File: config.mk
export PLATFORM = sky130hd
export DESIGN_NAME = microoperation_sequencer_flat
export DESIGN_NICKNAME = d
export VERILOG_FILES = /design/src/rtl/microop_pkg.sv /design/src/rtl/microoperation_sequencer_if.sv /design/src/rtl/microop_regfile.sv /design/src/rtl/microoperation_sequencer.sv /design/src/flat_wrapper.sv
export SDC_FILE = /design/constraint.sdc
export NUM_CORES = 1
export LEC_CHECK = 0
export CAP_MARGIN = 20
export CORE_ASPECT_RATIO = 1.4
export CORE_UTILIZATION = 40
export CTS_CLUSTER_DIAMETER = 40
export CTS_CLUSTER_SIZE = 28
export DETAILED_ROUTE_END_ITERATION = 6
export PLACE_DENSITY = 0.63
export SYNTH_ARGS = -nofsm -noshare
export SYNTH_HDL_FRONTEND = slang
export SYNTH_SLANG_ARGS = --single-unit
File: constraint.sdc
create_clock -name clock -period 3.6 [get_ports clock]
set_input_delay 0.72 -clock clock [delete_from_list [all_inputs] [get_ports clock]]
set_output_delay 0.72 -clock clock [all_outputs]
set_load 0.01 [all_outputs]
File: src/rtl/microop_pkg.sv
// Shared constants, op-code map and FSM state type for the microoperation
// issue/writeback stage.
package microop_pkg;
  localparam int WIDTH  = 4;
  localparam int REGS   = 4;
  localparam int ADDR_W = $clog2(REGS);

  localparam logic [2:0] OP_ADD     = 3'd0;
  localparam logic [2:0] OP_ADDC    = 3'd1;
  localparam logic [2:0] OP_ADD_NOT = 3'd2;
  localparam logic [2:0] OP_SUB     = 3'd3;
  localparam logic [2:0] OP_PASS    = 3'd4;
  localparam logic [2:0] OP_INC     = 3'd5;
  localparam logic [2:0] OP_DEC     = 3'd6;
  localparam logic [2:0] OP_PASS2   = 3'd7;

  typedef enum logic [1:0] {
    ST_IDLE  = 2'd0,
    ST_ISSUE = 2'd1,
    ST_WRITE = 2'd2
  } state_e;
endpackage

File: src/rtl/microoperation_sequencer_if.sv
// Instruction issue handshake between an instruction source and the sequencer.
interface microoperation_sequencer_if;
  import microop_pkg::*;

  logic              instr_valid;
  logic              instr_ready;
  logic [2:0]        instr_op;
  logic [ADDR_W-1:0] instr_dst;
  logic [ADDR_W-1:0] instr_src_a;
  logic [ADDR_W-1:0] instr_src_b;

  modport master (
    output instr_valid, instr_op, instr_dst, instr_src_a, instr_src_b,
    input  instr_ready
  );

  modport slave (
    input  instr_valid, instr_op, instr_dst, instr_src_a, instr_src_b,
    output instr_ready
  );
endinterface

File: src/rtl/microop_regfile.sv
// 4x4 signed register file: two operand read ports, a debug read port and a
// single write port shared between direct loads and ALU writeback.
module microop_regfile
  import microop_pkg::*;
(
  input  logic                     clock,
  input  logic                     reset,
  input  logic [ADDR_W-1:0]        rd_a_addr,
  input  logic [ADDR_W-1:0]        rd_b_addr,
  input  logic [ADDR_W-1:0]        dbg_addr,
  output logic signed [WIDTH-1:0]  rd_a_data,
  output logic signed [WIDTH-1:0]  rd_b_data,
  output logic signed [WIDTH-1:0]  dbg_data,
  input  logic                     load_en,
  input  logic [ADDR_W-1:0]        load_addr,
  input  logic signed [WIDTH-1:0]  load_value,
  input  logic                     wb_en,
  input  logic [ADDR_W-1:0]        wb_addr,
  input  logic signed [WIDTH-1:0]  wb_data
);
  logic signed [WIDTH-1:0] regs_q [REGS];
  logic signed [WIDTH-1:0] regs_d [REGS];

  assign rd_a_data = regs_q[rd_a_addr];
  assign rd_b_data = regs_q[rd_b_addr];
  assign dbg_data  = regs_q[dbg_addr];

  // Loads and writeback never overlap in time; writeback wins if they ever did.
  always_comb begin
    regs_d = regs_q;
    if (wb_en) begin
      regs_d[wb_addr] = wb_data;
    end else if (load_en) begin
      regs_d[load_addr] = load_value;
    end
  end

  always_ff @(posedge clock or negedge reset) begin
    if (!reset) begin
      regs_q <= '{default: '0};
    end else begin
      regs_q <= regs_d;
    end
  end
endmodule

File: src/rtl/microoperation_sequencer.sv
// Issue/writeback stage: accepts an instruction, drives the registered ALU
// operands for one cycle, then writes the ALU result back and updates flags.
module microoperation_sequencer
  import microop_pkg::*;
(
  input  logic                       clock,
  input  logic                       reset,
  microoperation_sequencer_if.slave  instr,
  input  logic                       load_en,
  input  logic [ADDR_W-1:0]          load_addr,
  input  logic signed [WIDTH-1:0]    load_value,
  input  logic [ADDR_W-1:0]          rd_addr,
  output logic signed [WIDTH-1:0]    rd_data,
  output logic [1:0]                 alu_select,
  output logic                       alu_carry,
  output logic signed [WIDTH-1:0]    alu_a,
  output logic signed [WIDTH-1:0]    alu_b,
  input  logic signed [WIDTH:0]      alu_data,
  output logic                       done,
  output logic                       flag_zero,
  output logic                       flag_overflow
);
  state_e                  state_q, state_d;
  logic [2:0]              op_q, op_d;
  logic [ADDR_W-1:0]       dst_q, dst_d;
  logic signed [WIDTH-1:0] a_q, a_d, b_q, b_d;
  logic                    done_q, done_d;
  logic                    zero_q, zero_d;
  logic                    ovf_q, ovf_d;
  logic                    accept, wb_en, load_ok;
  logic signed [WIDTH-1:0] src_a_data, src_b_data;

  assign instr.instr_ready = (state_q == ST_IDLE) && !load_en;
  assign accept            = instr.instr_valid && instr.instr_ready;
  assign load_ok           = load_en && (state_q == ST_IDLE);

  microop_regfile u_regfile (
    .clock      (clock),
    .reset      (reset),
    .rd_a_addr  (instr.instr_src_a),
    .rd_b_addr  (instr.instr_src_b),
    .dbg_addr   (rd_addr),
    .rd_a_data  (src_a_data),
    .rd_b_data  (src_b_data),
    .dbg_data   (rd_data),
    .load_en    (load_ok),
    .load_addr  (load_addr),
    .load_value (load_value),
    .wb_en      (wb_en),
    .wb_addr    (dst_q),
    .wb_data    (alu_data[WIDTH-1:0])
  );

  always_comb begin
    state_d = state_q;
    op_d    = op_q;
    dst_d   = dst_q;
    a_d     = a_q;
    b_d     = b_q;
    done_d  = 1'b0;
    zero_d  = zero_q;
    ovf_d   = ovf_q;
    wb_en   = 1'b0;
    case (state_q)
      ST_IDLE: begin
        if (accept) begin
          state_d = ST_ISSUE;
          op_d    = instr.instr_op;
          dst_d   = instr.instr_dst;
          a_d     = src_a_data;
          b_d     = src_b_data;
        end
      end
      ST_ISSUE: state_d = ST_WRITE;
      ST_WRITE: begin
        // The ALU registered its result at the end of ISSUE; it is stable now.
        state_d = ST_IDLE;
        wb_en   = 1'b1;
        done_d  = 1'b1;
        zero_d  = (alu_data[WIDTH-1:0] == '0);
        ovf_d   = (alu_data[WIDTH] != alu_data[WIDTH-1]);
      end
      default: state_d = ST_IDLE;
    endcase
  end

  always_ff @(posedge clock or negedge reset) begin
    if (!reset) begin
      state_q <= ST_IDLE;
      op_q    <= '0;
      dst_q   <= '0;
      a_q     <= '0;
      b_q     <= '0;
      done_q  <= 1'b0;
      zero_q  <= 1'b0;
      ovf_q   <= 1'b0;
    end else begin
      state_q <= state_d;
      op_q    <= op_d;
      dst_q   <= dst_d;
      a_q     <= a_d;
      b_q     <= b_d;
      done_q  <= done_d;
      zero_q  <= zero_d;
      ovf_q   <= ovf_d;
    end
  end

  assign alu_select    = op_q[2:1];
  assign alu_carry     = op_q[0];
  assign alu_a         = a_q;
  assign alu_b         = b_q;
  assign done          = done_q;
  assign flag_zero     = zero_q;
  assign flag_overflow = ovf_q;
endmodule

File: src/flat_wrapper.sv
// flat-port wrapper written by rule: the top's interface ports become plain ports
module microoperation_sequencer_flat import microop_pkg::*;
  (clock, reset, load_en, load_addr, load_value, rd_addr, rd_data, alu_select, alu_carry, alu_a, alu_b, alu_data, done, flag_zero, flag_overflow, instr_instr_valid, instr_instr_op, instr_instr_dst, instr_instr_src_a, instr_instr_src_b, instr_instr_ready);
  microoperation_sequencer_if instr_i ();
  input  logic clock;
  input  logic reset;
  input  logic load_en;
  input  logic [ADDR_W-1:0] load_addr;
  input  logic signed [WIDTH-1:0] load_value;
  input  logic [ADDR_W-1:0] rd_addr;
  output logic signed [WIDTH-1:0] rd_data;
  output logic [1:0] alu_select;
  output logic alu_carry;
  output logic signed [WIDTH-1:0] alu_a;
  output logic signed [WIDTH-1:0] alu_b;
  input  logic signed [WIDTH:0] alu_data;
  output logic done;
  output logic flag_zero;
  output logic flag_overflow;
  input wire logic [$bits(instr_i.instr_valid)-1:0] instr_instr_valid;
  input wire logic [$bits(instr_i.instr_op)-1:0] instr_instr_op;
  input wire logic [$bits(instr_i.instr_dst)-1:0] instr_instr_dst;
  input wire logic [$bits(instr_i.instr_src_a)-1:0] instr_instr_src_a;
  input wire logic [$bits(instr_i.instr_src_b)-1:0] instr_instr_src_b;
  output wire logic [$bits(instr_i.instr_ready)-1:0] instr_instr_ready;
  assign instr_i.instr_valid = instr_instr_valid;
  assign instr_i.instr_op = instr_instr_op;
  assign instr_i.instr_dst = instr_instr_dst;
  assign instr_i.instr_src_a = instr_instr_src_a;
  assign instr_i.instr_src_b = instr_instr_src_b;
  assign instr_instr_ready = instr_i.instr_ready;
  microoperation_sequencer u_core (.clock(clock), .reset(reset), .instr(instr_i), .load_en(load_en), .load_addr(load_addr), .load_value(load_value), .rd_addr(rd_addr), .rd_data(rd_data), .alu_select(alu_select), .alu_carry(alu_carry), .alu_a(alu_a), .alu_b(alu_b), .alu_data(alu_data), .done(done), .flag_zero(flag_zero), .flag_overflow(flag_overflow));
endmodule
==> flow_summary_export.csv <==
group,metric,value,unit
logic_synthesis,yosys-top-cells-area,"dfrtp_1 46%, mux4_2 15%, mux2_2 9.7%, mux2_4 7.3%, o22ai_1 4.1%",
global_route,grt_pass1_wl,6.36,mm
critical_path,crit_path_top_delay_cell,"clkdlybuf4s50_1",
global_route,grt_remaining_overflow,0,
sta,fmax,323,MHz
critical_path,arrival,2380,ps
sta,skew,1.80,ps
die,die_area,4900,µm²
clock_tree,hold_buffers,0,
route,first_pass_iters,4,
layout,fin_nets,208,
sta,maxSlewHeadroom,0.716,
critical_path,path_common_cell,"clkdlybuf4s50_1",
clock_tree,cts_root_buffer,"clkbuf_8",
die,die_w,59.4,µm
power_and_ir_drop,p_leak,1.00,nW
clock_tree,clockBufferDepth,2,
route,dr_total_vias,1346,
route,viasPerCell,5.54,
logic_synthesis,syn_nets,160,
route,drc,0,
sta,tightest_slew,423,ps
logic_synthesis,syn_area_per_cell,13.8,µm²
sta,setup_tns,0,ps
clock_tree,clk-insertion-delay-late,280,ps
clock_tree,htree_levels,2,
global_route,grt_pass1_vias,1311,
clock_tree,cts_resized,0,
min_path,holdCritPathClass,"reg2reg",
sta,setup_viol,0,
logic_synthesis,ys_seq_area_frac,0.460,
critical_path,critPathLaunchType,"input pin",
sta,rsz0062_at_grt,"no",
logic_synthesis,yosys_register_bits,34,
logic_synthesis,yosys-top-cells-count,"34 x dfrtp_1, 16 x mux2_2, 12 x mux4_2, 12 x o22ai_1, 9 x mux2_4",
critical_path,endpoint_kind,"output port",
sta,hold_viol,0,
sta,timing.final.crit_share,0.861,
power_and_ir_drop,peakVddDrop,0.199,mV
sta,slew_violations,0,
global_route,antenna_found_initial,0,
route,drtAntennaViolNets,0,
layout,stdcell_area,2420,µm²
die,die_h,82.4,µm
clock_tree,cts_sinks,34,
die,ios,45,
critical_path,crit_fanout,4,
route,drt_iter0_markers,35,
die,num_rows,28,
global_route,grt_max_degree,35,
logic_synthesis,yosys_warnings,0,
clock_tree,clk_pin_slew,70,ps
placed_design,numPortBuffers,44,
logic_synthesis,synth_ff_type,"dfrtp_1",
logic_synthesis,yosys.area.top_type,"dfrtp_1",
logic_synthesis,synthesis.area,1850,µm²
logic_synthesis,synthArstFlopShare,1.00,
logic_synthesis,synth_top_area_share,0.460,
status,status,"complete, no violations",
layout,drive_gt1_frac,0.290,
sta,period_needed,3100,ps
route,wirelength,4.07,mm
global_route,gr-usage-all-layers,0.184,
layout,num_antenna_cells,0,
logic_synthesis,yosysMostFrequentCell,"dfrtp_1",
route,wl_per_cell,16.7,µm
critical_path,cp_cell_sequence,"clkdlybuf4s50_1, mux4_2, clkdlybuf4s50_1",
placed_design,place_area,2320,µm²
critical_path,cp_slowest_stage_delay,630,ps
job,drv_cap,0,
placed_design,place_congestion,0.838,
logic_synthesis,synth_cells,134,
logic_synthesis,yosysUniqueCellTypes,27,
die,core,4340,µm²
critical_path,cp.required,2880,ps
clock_tree,cts_tree,"built",
layout,area_growth,30.7,%
logic_synthesis,synth_enable_flop_cells,0,
placed_design,dp_hpwl,3.21,mm
clock_tree,cts_buffers,5,
clock_tree,cts_setup_buffers,0,
die,start_util,0.425,
power_and_ir_drop,power.density,499,nW/µm²
critical_path,crit_type,"in2out",
## layout by cell type, fill, tap and decap left out, types with 2 or more instances in the layout
master	Yosys	routed
a21oi_1	3	3
clkbuf_8	0	6
clkdlybuf4s50_1	0	44
dfrtp_1	34	34
mux2_2	16	16
mux2_4	9	9
mux4_2	12	12
nand2_1	8	8
nand2_2	4	4
nand2b_1	5	5
nor2_1	3	3
o21a_1	4	4
o21ai_0	2	2
o21ai_1	3	3
o221ai_1	4	4
o22ai_1	12	12
or2_1	2	2
## where the power goes
part / total (mW) / switching, mW / internal, mW
Clock: 0.284 / 0.130 / 0.154
Combinational: 0.389 / 0.140 / 0.249
Sequential: 0.534 / 0.0699 / 0.464
Total: 1.21 / 0.340 / 0.867
## final timing paths
kind	cells after the start	start	slack (ps)	to
hold / removal	2	u_core.flag_overflow	500	u_core.flag_overflow
max in group asynchronous	2	reset	2450	u_core.u_regfile.regs_q[11]
min in group asynchronous	2	reset	850	u_core.dst_q[0]
setup / recovery	3	rd_addr[0]	500	rd_data[1]
hold reg to reg	2	u_core.flag_overflow	500	u_core.flag_overflow
setup reg to reg	4	u_core.state_q[1]	1940	u_core.u_regfile.regs_q[0]
## kinds of logic (layout without fill, tap and decap cells)
logic type                count (synthesis)  after routing  synth area share
buffers and inverters                     6             55            0.0291
AOI/OAI and AO/OA                        30             30             0.112
and+or+nand+nor                          26             26            0.0772
xor gates and xnor gates                  1              1           0.00474
muxes                                    37             37             0.317
DFF                                      34             34             0.460
## sequential cells by signal, indices dropped and copies added, names as in the netlist
register and count:
u_core.alu_a 4, u_core.u_regfile.regs_q 16, u_core.dst_q 2, u_core.op_q 3, u_core.flag_zero 1, u_core.flag_overflow 1
u_core.done 1, u_core.state_q 2, u_core.alu_b 4
## per-stage QoR
step	power, mW	utilization	setup WS (ps)	hold slack, ps	cells
finish	1.21	0.556	502	500	243
global route	1.27	0.556	433	525	243
CTS	1.23	0.556	489	504	243
detailed placement	0.934	0.535	489	483	235
global placement	0.921	0.535	500	476	235
floorplan	0.743	-	1650	424	134
## routing by layer
| layer | share of wire | vias up | global-route usage |
|---|---|---|---|
| met5 | 0 | - | 0 |
| met4 | 0.042 | 0 | 0.117 |
| met3 | 0.058 | 16 | 0.0467 |
| met2 | 0.53 | 73 | 0.315 |
| met1 | 0.37 | 642 | 0.199 |
| li1 | - | 615 | - |
## layout make-up
cell class                      instances  area (µm²)
Clock inverter                          1        5.00
Multi-Input combinational cell         94         943
Clock buffer                            7        86.3
Sequential cell                        34         851
Timing Repair Buffer                   45         448
Inverter                                2        7.51
Tap cell                               60        75.1
Fill cell                             400        1930
## critical path, delay by kind of cell
family   cells  cell delay (ps)
buf+inv      2             1130
mux          1              530
Power figures use the tool's default switching activity.
